[config.mk]
export PLATFORM = sky130hd
export DESIGN_NAME = bits_skid_buffer
export DESIGN_NICKNAME = d
export VERILOG_FILES = /design/src/rtl/bits_stage_pkg.sv /design/src/rtl/bits_reg_arst.sv /design/src/rtl/bits_skid_buffer.sv
export SDC_FILE = /design/constraint.sdc
export NUM_CORES = 1
export LEC_CHECK = 0
export ABC_AREA = 1
export CELL_PAD_IN_SITES_DETAIL_PLACEMENT = 0
export CELL_PAD_IN_SITES_GLOBAL_PLACEMENT = 1
export CORE_AREA = 4 4 41 43
export DETAILED_ROUTE_END_ITERATION = 6
export DIE_AREA = 0 0 45 47
export PLACE_DENSITY = 0.69
export SYNTH_ARGS = -nofsm -noshare
export SYNTH_HDL_FRONTEND = slang
export SYNTH_SLANG_ARGS = --single-unit
[constraint.sdc]
create_clock -name CLK -period 1.4 [get_ports CLK]
set_input_delay 0.21 -clock CLK [delete_from_list [all_inputs] [get_ports CLK]]
set_output_delay 0.21 -clock CLK [all_outputs]
set_load 0.01 [all_outputs]
[src/rtl/bits_stage_pkg.sv]
// Shared definitions for ready/valid Bits stages: occupancy encoding
// ({skid_valid, main_valid}) and the handshake fire helper.
package bits_stage_pkg;

    typedef enum logic [1:0] {
        EMPTY = 2'b00,
        ONE   = 2'b01,
        FULL  = 2'b11
    } stage_state_e;

    function automatic logic fire(input logic valid, input logic ready);
        return valid & ready;
    endfunction

endpackage

[src/rtl/bits_reg_arst.sv]
// Width/init-parameterised register with clock enable and asynchronous
// active-low reset to init.
module bits_reg_arst #(
    parameter int               width = 1,
    parameter logic [width-1:0] init  = '0
) (
    input  logic             CLK,
    input  logic             ASYNCRESETN,
    input  logic             en,
    input  logic [width-1:0] d,
    output logic [width-1:0] q
);

    always_ff @(posedge CLK or negedge ASYNCRESETN) begin
        if (!ASYNCRESETN) q <= init;
        else if (en)      q <= d;
    end

endmodule

[src/rtl/bits_skid_buffer.sv]
// Two-entry registered ready/valid skid stage: 1-cycle latency, full
// throughput, and I_ready depends only on registered state.
module bits_skid_buffer #(
    parameter int               width = 2,
    parameter logic [width-1:0] init  = '0
) (
    input  logic             CLK,
    input  logic             ASYNCRESETN,
    input  logic [width-1:0] I,
    input  logic             I_valid,
    output logic             I_ready,
    output logic [width-1:0] O,
    output logic             O_valid,
    input  logic             O_ready
);
    import bits_stage_pkg::*;

    logic [width-1:0] main_data, skid_data, main_d;
    logic             main_valid, skid_valid;
    logic             main_valid_n, skid_valid_n;
    logic             main_en, skid_en;
    logic             in_fire, out_fire;
    stage_state_e     state;

    assign I_ready  = ~skid_valid;
    assign O        = main_data;
    assign O_valid  = main_valid;
    assign in_fire  = fire(I_valid, I_ready);
    assign out_fire = fire(O_valid, O_ready);
    assign state    = stage_state_e'({skid_valid, main_valid});

    always_comb begin
        main_en      = 1'b0;
        skid_en      = 1'b0;
        main_d       = I;
        main_valid_n = main_valid;
        skid_valid_n = skid_valid;
        case (state)
            EMPTY: begin
                if (in_fire) begin
                    main_en      = 1'b1;
                    main_valid_n = 1'b1;
                end
            end
            ONE: begin
                if (in_fire && out_fire) begin
                    main_en = 1'b1;
                end else if (in_fire) begin
                    skid_en      = 1'b1;
                    skid_valid_n = 1'b1;
                end else if (out_fire) begin
                    main_valid_n = 1'b0;
                end
            end
            FULL: begin
                // skid entry moves forward; I_ready is low so nothing new enters
                if (out_fire) begin
                    main_en      = 1'b1;
                    main_d       = skid_data;
                    skid_valid_n = 1'b0;
                end
            end
            default: begin
                main_valid_n = 1'b0;
                skid_valid_n = 1'b0;
            end
        endcase
    end

    bits_reg_arst #(.width(width), .init(init)) u_main_data (
        .CLK(CLK), .ASYNCRESETN(ASYNCRESETN), .en(main_en), .d(main_d), .q(main_data)
    );

    bits_reg_arst #(.width(width), .init(init)) u_skid_data (
        .CLK(CLK), .ASYNCRESETN(ASYNCRESETN), .en(skid_en), .d(I), .q(skid_data)
    );

    bits_reg_arst #(.width(1), .init(1'b0)) u_main_valid (
        .CLK(CLK), .ASYNCRESETN(ASYNCRESETN), .en(1'b1), .d(main_valid_n), .q(main_valid)
    );

    bits_reg_arst #(.width(1), .init(1'b0)) u_skid_valid (
        .CLK(CLK), .ASYNCRESETN(ASYNCRESETN), .en(1'b1), .d(skid_valid_n), .q(skid_valid)
    );

endmodule
==> flow_summary.toml <==
[floorplanning]
die_h_um = 47
start_util_pct = 23.1
die-area_um2 = 2120
core-area_um2 = 1300
io_pins = 10
die_w_um = 45
core.rowCount = 13

[sta]
clock.fmax_mhz = 756
holdWs_ps = 215
clock_skew_ps = 6.46
grt_setup_unrepaired = "false"
tns_ps = 0
period_needed_ps = 1320
hold_violations = 0
relSlewSlack_pct = 80.5
slew_viol_final = 0
tightest_slew_ps = 292
finalCritPeriodShare_pct = 94.5
report.final.setup_viol = 0

[global_route]
grt_pass1_wl_mm = 1.01
grt_antenna_before_repair = 0
grt_pass1_vias = 255
overflow = 0
gr-usage-all-layers_pct = 6.59
grt_max_degree = 7

[synth]
synth.distinct_cells = 10
synth_common_cells = "nand2_1 (14), inv_1 (7), dfrtp_1 (6), nand3_1 (4)"
synth.avg_cell_area_um2 = 7.70
synth_top_family_by_area = "simple AND/OR/NAND/NOR gates"
yosys_warnings = 0
synthFlopType = "dfrtp_1"
synth_xor_area_share_pct = 0
synthesis.area_um2 = 300
synth_edf_count = 0
async_reset_ff_share_pct = 100
yosysSeqAreaShare_pct = 50.0
synth_top_cells_by_area = "dfrtp_1 (50%), nand2_1 (18%), inv_1 (8.8%), nand3_1 (6.7%), nor2_4 (3.8%)"
postSynthCellCount = 39
synthAdderAreaFrac_pct = 0
synth.most_common_cell = "nand2_1"
synth-compound-area-share_pct = 6.25
synth.mux.area_fraction_pct = 0
synth_nets = 45
yosysTopAreaCellShare_pct = 50.0
synth.ff_latch_count = 6
synthSimpleGateAreaFrac_pct = 33.8
yosys.area.top_type = "dfrtp_1"

[detailed_routing]
ant_nets = 0
drt_wl_total_um = 606
via_per_inst = 4.09
wire_per_inst_um = 9.18
drt-pass1-iter-count = 4
drc_errors = 0
vias = 270
drt_iter0_markers = 12

[layout]
drive_above_1_share_pct = 13.7
num-fill-cells = 148
syn_to_final_growth_pct = 44.2
design_area_um2 = 433
instances_no_fill = 66
finalNetCount = 59
fin_util_pct = 33.3
num_antenna_cells = 0

[worst_setup_path]
cp_data_arrival_time_ps = 1110
critPathBufInv = 1
worstPathRequired_ps = 1190
start_kind = "flop"
critPathTopFamily = "buffers and inverters"
crit_type = "flop to output port"
crit_chain = "clkdlybuf4s50_1"
worstPathMaxFanout = 2
cp-end-kind = "output port"
crit_path_max_incr_delay_ps = 530
slowest_stage = "clkdlybuf4s50_1"

[placed_design]
post_dp_cell_area_um2 = 409
io_buffers = 9
dp.cells = 63
hpwlAfterDp_um = 498
place_congestion = 0.733

[cts]
cts_sinks = 6
clock_path_buffers = 2
path_clk_slew_ps = 50
numCtsBuffers = 3
htreeDepth = 1
cts_tree = "built"
root_buffer = "clkbuf_4"
cts_setup_buffers = 0
insertion_delay_ps = 240

[run_status]
status = "finished, final reports clean"

[power_and_ir_drop]
peakVddDrop_uv = 553
p_per_area_nw_per_um2 = 1220
leakage_uw = 0.000228

[flow_run]
cap_violations = 0

[worst_hold_path]
min_path_type = "primary input to async pin"
-- what timing repair did --
action / in CTS / in global routing
hold buffers: 0 / 0
setup endpoints to repair: 1 / 1
resized for setup: 1 / 1
pin swaps: 0 / 0
gates cloned: 0 / 0
endpoints found under the hold margin: 0 / 0
-- layout by cell type (no fill, tap or decap), drive strengths merged --
cell and instances:
nand2 14, inv 8, clkdlybuf4s50 7, dfrtp 6, nand3 5, clkbuf 3, nor2 3, o21ai 2
a21oi 1, dlygate4sd2 1, dlymetal6s2s 1
-- layer usage --
layer | global-route usage [%] | vias up | part of all wire [%]
li1 | - | 142 | -
met1 | 8.53 | 118 | 45
met2 | 9.60 | 10 | 42
met3 | 4.60 | 0 | 13
met4 | 0 | 0 | 0
met5 | 0 | - | 0
-- sequential cells by signal (all words and copies together), names as in the netlist --
| register | flops |
|---|---|
| u_main_valid.q | 1 |
| u_main_data.q | 2 |
| u_skid_valid.q | 1 |
| u_skid_data.q | 2 |
-- final timing paths --
check	startpoint	to	slack, ps	cells past startpoint
max	u_main_data.q[0]	O[0]	80	1
min	ASYNCRESETN	u_main_valid.q	210	1
max reg2reg	u_main_valid.q	u_main_data.q[1]	450	6
min reg2reg	u_main_data.q[1]	u_main_data.q[1]	480	2
max in group asynchronous	ASYNCRESETN	u_main_data.q[1]	950	1
min in group CLK	u_main_data.q[1]	u_main_data.q[1]	480	2
-- per-stage QoR --
| stage | setup WS [ps] | power (uW) |
|---|---|---|
| global route | 30.3 | 573 |
| global placement | 143 | 381 |
| floorplan | 489 | 306 |
| CTS | 4.13 | 543 |
| finish | 77.5 | 530 |
| detailed placement | 147 | 382 |
-- report_power, final --
group          leakage (uW)  switching [uW]  internal, uW
Combinational      0.000141            70.1          73.1
Sequential        0.0000735            20.0           209
Clock             0.0000138            60.7          96.9
Total              0.000228             151           379
-- area by class of cell --
cell class,count,area (um^2),area share [%]
sequential,6,150,34.7
tap,15,18.8,4.34
clock buffer,3,22.5,5.20
timing repair buffer,9,91.3,21.1
inverter,8,30.0,6.94
multi-input combinational,25,120,27.7
-- logic make-up (layout without fill, tap and decap cells) --
logic type | after synthesis | count (layout)
AOI/OAI and AO/OA | 3 | 3
and+or+nand+nor | 22 | 22
buffers and inverters | 8 | 20
DFF | 6 | 6
Note: power is estimated with default switching activity, not from simulation.
==> RTL edit 1, RTL diff (same flow settings) <==
The parameter `width` goes from 2 to 4.
--- a/src/rtl/bits_skid_buffer.sv
+++ b/src/rtl/bits_skid_buffer.sv
@@ -2,5 +2,5 @@
 // throughput, and I_ready depends only on registered state.
 module bits_skid_buffer #(
-    parameter int               width = 2,
+    parameter int               width = 4,
     parameter logic [width-1:0] init  = '0
 ) (
Ports: changed (resized I and O); port bits go from 10 to 14. No check against the original RTL was run, so the function may have changed too.
==> RTL edit 1 against the original RTL <==
  * Design area rose by 55%
  * Wire length rose by 59%
  * Clock skew down 0.0022 ns
  * Synthesized cell count is 62% higher
  * Area after synthesis is 63% higher
  * Maximum frequency down 2.2%
  * Critical path depth stayed put
  * Global-route usage rose by 5.6 points
  * Sequential cell count up 4
  * Setup slack lost 0.029 ns
  * First-iteration DRC count decreased by 67%
  * Power increased by 54%
  * Largest cell class unchanged
==> RTL edit 1: results (changes against the original RTL) <==
stage	metric	value	unit	change
outcome	status	finished clean		
drt	Starting DRT DRC Count	4		-8
global_route	first-pass GRT wire length	1745	um	+73%
synth	top post-synthesis cells by count	21 x nand2_1, 12 x inv_1, 10 x dfrtp_1		
cells_and_area	Non-clk bufs	14		+5
cells_and_area	Inverters	14		+6
synth	syn nets	71		+58%
drt	TritonRoute pass-1 iters	2		-2
drt	Max Used Layer	met4		
worst_setup_path	worst path arrival time	1.14	ns	+0.03 ns
drt	vias per cell	4.358		+6.5%
power_and_ir_drop	cell leakage power	0.3721	nW	+63%
global_route	largest net degree at the start of global routing	11		+4
synth	Synth Warn #	0		unchanged
cells_and_area	layout cells sized above 1	16.25	%	+2.5 points
power_and_ir_drop	VDD IR max	0.5561	mV	+0.55%
drt	WL met2	436	um	+70%
global_route	met1 Resource Use GR	15.42	%	+6.9 points
placement	DP HPWL	775.7	um	+56%
placement	Port Buffers	13		+4
cells_and_area	Top Registers	u_main_data.q (4), u_skid_data.q (4)		
synth	Unique masters post-synth	14		+4
clock_network	Post-CTS Setup Inserts	1		+1
drt	WL final	964	um	+59%
cells_and_area	register share of the cell area	37.31	%	+2.6 points
drt	met3 wire len	61	um	-22%
power_and_ir_drop	P_comb	238	uW	+66%
synth	post-synthesis sequential area ratio	51.15	%	+1.2 points
sta	clk_skew	0.004277	ns	-0.002181 ns
drt	met1 WL	453	um	+68%
sta	Slew HR	69.57	%	-11 points
global_route	vias in the first global route	400		+57%
clock_network	CTS Sinks	10		+4
clock_network	post-CTS resize count	2		+1
placement	placed inst area	638.1	sq um	+56%
cells_and_area	area of the multi-input gates	186.4	sq um	+55%
cells_and_area	Clock-cell share	3.358	%	-1.8 points
power_and_ir_drop	Sw Pwr	247.0	uW	+64%
cells_and_area	# nets final	90		+53%
cells_and_area	Signal buf overhead	20.90	%	-0.20 points
placement	global placement routability congestion	0.7121		-2.9%
global_route	GR Util met2	16.95	%	+7.3 points
synth	dominant cells by area after synthesis	dfrtp_1 51%, nand2_1 16%, inv_1 9.2%		
power_and_ir_drop	Sequential Power Share	47.5	%	+4.2 points
clock_network	Worst-Skew Late Latency	0.26	ns	+0.02 ns
cells_and_area	#MultiIn Comb	39		+56%
==> RTL edit 1: changes by cell type in the layout (fill, tap and decap cells not counted), sizes merged <==
| cell | unedited run | this run |
|---|---|---|
| nand2 | 14 | 24 |
| inv | 8 | 14 |
| dfrtp | 6 | 10 |
| o21ai | 2 | 5 |
| clkdlybuf4s50 | 7 | 9 |
| a21oi | 1 | 2 |
| buf | 0 | 1 |
| dlygate4sd2 | 1 | 2 |
| dlymetal6s2s | 1 | 2 |
==> RTL edit 1: final timing paths <==
kind | startpoint | to | slack, ns | cells past startpoint
worst min-delay path | ASYNCRESETN | u_skid_valid.q | 0.26 | 1
worst min register to register | u_main_data.q[2] | u_main_data.q[2] | 0.48 | 2
max in group asynchronous | ASYNCRESETN | u_skid_data.q[2] | 0.82 | 1
worst max register to register | u_skid_valid.q | u_skid_data.q[3] | 0.26 | 5
min in group CLK | u_main_data.q[2] | u_main_data.q[2] | 0.48 | 2
worst max-delay path | u_main_data.q[3] | O[3] | 0.05 | 1
==> RTL edit 1: cell families (layout without fill, tap and decap cells) <==
| group | Yosys count | after routing | share of synthesized area (%) |
|---|---|---|---|
| AOI/OAI and AO/OA | 7 | 7 | 8.693 |
| buffers and inverters | 14 | 31 | 10.74 |
| DFF | 10 | 10 | 51.15 |
| and+or+nand+nor | 32 | 32 | 29.41 |
==> RTL edit 1: through the flow <==
step / worst slack, ns / cells / total power, mW / util [%]
after floorplan: 0.4615 / 63 / 0.5156 / -
after global placement: 0.05078 / 91 / 0.6392 / 49.04
after detailed placement: 0.03294 / 91 / 0.6409 / 49.04
after CTS: 0.02589 / 95 / 0.8348 / 51.15
after global routing: 0.01268 / 95 / 0.8823 / 51.54
final: 0.04822 / 95 / 0.8175 / 51.54
==> RTL edit 2, RTL diff (same flow settings) <==
Without the edit above. Reset style: synchronous (`ASYNCRESETN`), changed in one clocked block. Comments in the files are not updated.
--- a/src/rtl/bits_reg_arst.sv
+++ b/src/rtl/bits_reg_arst.sv
@@ -12,5 +12,5 @@
 );
 
-    always_ff @(posedge CLK or negedge ASYNCRESETN) begin
+    always_ff @(posedge CLK) begin
         if (!ASYNCRESETN) q <= init;
         else if (en)      q <= d;
Formal check against the unedited RTL: differs if ASYNCRESETN is asserted again (counterexample within 4 cycles, from zero or initial values and one cycle with ASYNCRESETN low); with ASYNCRESETN held inactive, the same outputs for 10 cycles.
==> RTL edit 2 against the original RTL <==
  * Setup slack improved by 0.016 ns
  * Non-clock buffer count is the same
  * Area after synthesis fell by 0.83%
  * Sequential cell count did not move
  * Via count grew 5.9%
  * Count of clock-buffer cells in the layout is the same
  * First-iteration DRC count down 67%
  * Synthesized cell count up 13%
  * Wire length rose by 0.33%
  * Highest routed layer is now met4
  * Design area decreased by 1.4%
  * Critical path type unchanged
Power is not compared: it rests on default switching activity, and its combinational part moved more than twofold at a synthesized area within 25%.
==> RTL edit 2: results (changes against the original RTL) <==
stage	metric	value	unit	change
cells_and_area	Filler cells	151		+2.0%
placement	global placement routability congestion	0.7319		-0.15%
worst_setup_path	R2R Path End	u_skid_data.q[0]		
worst_setup_path	FF-to-FF path depth	5		-1
global_route	GR Util met2	9.322	%	-0.28 points
placement	DP HPWL	463.4	um	-7.0%
drt	vias per cell	4.028		-1.5%
drt	TritonRoute pass-1 iters	3		-1
outcome	status	finished clean		
synth	Unique masters post-synth	13		+3
synth	main flop type after synthesis	dfxtp_1		
synth	post-synthesis sequential area ratio	40.34	%	-9.7 points
global_route	met3 usage	6.513	%	+1.9 points
min_path	min-delay worst type	reg2reg		
cells_and_area	# nets final	64		+8.5%
global_route	overall routing resource usage	7.747	%	+1.2 points
drt	Avg WL per Cell	8.563	um	-6.7%
cells_and_area	layout cells sized above 1	14.29	%	+0.56 points
global_route	first-pass GRT wire length	1062	um	+5.5%
synth	syn nets	50		+11%
synth	dominant cells by area after synthesis	dfxtp_1 40%, nor2_1 11%, nand2_1 10%		
placement	Port Buffers	9		unchanged
synth	top post-synthesis cells by count	9 x nor2_1, 8 x nand2_1, 7 x inv_1		
worst_setup_path	Crit. Startpoint	u_main_data.q[1]		
worst_setup_path	end of the critical path	O[1]		
synth	post-synthesis compound-gate area fraction	8.403	%	+2.2 points
sta	clk_skew	0.01118	ns	+0.004722 ns
worst_setup_path	R2R setup slack	0.37	ns	-0.08 ns
global_route	vias in the first global route	258		+1.2%
synth	asr flop ratio synth	0	%	-100 points
drt	Starting DRT DRC Count	4		-8
==> RTL edit 2: cell count changes in the layout (fill, tap and decap cells not counted), sizes merged, moves of 4 or more <==
cell / delta
dfrtp: -6
dfxtp: +6
nand2: -4
nor2: +7
==> RTL edit 2: metal layers <==
metal | vias to the layer above | routed length (um)
li1 | 161 | -
met5 | - | 0
met1 | 114 | 321
met3 | 2 | 60
met4 | 0 | 13
met2 | 9 | 213
==> RTL edit 2: cells by family after synthesis <==
kind of cell           count (synthesis)
AND/OR/NAND/NOR                       25
buffers and inverters                  9
flip-flops                             6
AO/OA/AOI/OAI                          4
==> RTL edit 2: timing repair <==
item | CTS | global route
setup buffers | 0 | 0
gates resized for setup | 2 | 0
hold endpoints to repair | 0 | 0
setup endpoints to repair | 2 | 0
==> RTL edit 2: worst min path at each step <==
stage,start,to,slack [ns],cells past startpoint
after floorplan,ASYNCRESETN,u_main_valid.q,0.34,2
after global placement,u_skid_data.q[0],u_skid_data.q[0],0.47,2
after detailed placement,u_skid_data.q[1],u_skid_data.q[1],0.48,2
after CTS,u_skid_data.q[0],u_skid_data.q[0],0.49,2
after global routing,u_skid_data.q[0],u_skid_data.q[0],0.53,2
final,u_skid_data.q[1],u_skid_data.q[1],0.49,2
==> RTL edit 2: where the power goes <==
part	leakage [nW]	switching [mW]	total, mW	internal [mW]
combinational	0.136	0.0340	0.0707	0.0367
sequential	0.0493	0.00679	0.188	0.181
clock	0.0138	0.0683	0.166	0.0974
==> RTL edit 2: layout make-up <==
type | count | share of cell area, %
tap | 15 | 4.399
inverter | 9 | 7.918
timing repair buffer | 9 | 20.53
multi-input combinational | 29 | 33.72
sequential | 6 | 28.15
clock buffer | 3 | 5.279
==> RTL edit 2: metrics by stage <==
| stage | util, % | setup slack [ns] | instance area (sq um) | power (mW) | instances |
|---|---|---|---|---|---|
| finish | 32.79 | 0.09326 | 426.7 | 0.4245 | 71 |
| global placement | 31.25 | 0.1156 | 406.6 | 0.2655 | 68 |
| floorplan | - | 0.4227 | 297.8 | 0.2257 | 44 |
| CTS | 32.79 | 0.07764 | 426.7 | 0.4362 | 71 |
| detailed placement | 31.25 | 0.1033 | 406.6 | 0.2645 | 68 |
| global route | 32.79 | 0.03321 | 426.7 | 0.4624 | 71 |
==> RTL edit 2: tightest hold or removal path, cell delays in order (launching register included) <==
cell	delay, ns
dfxtp_1	0.33
nor2_1	0.05
nor2_1	0.08
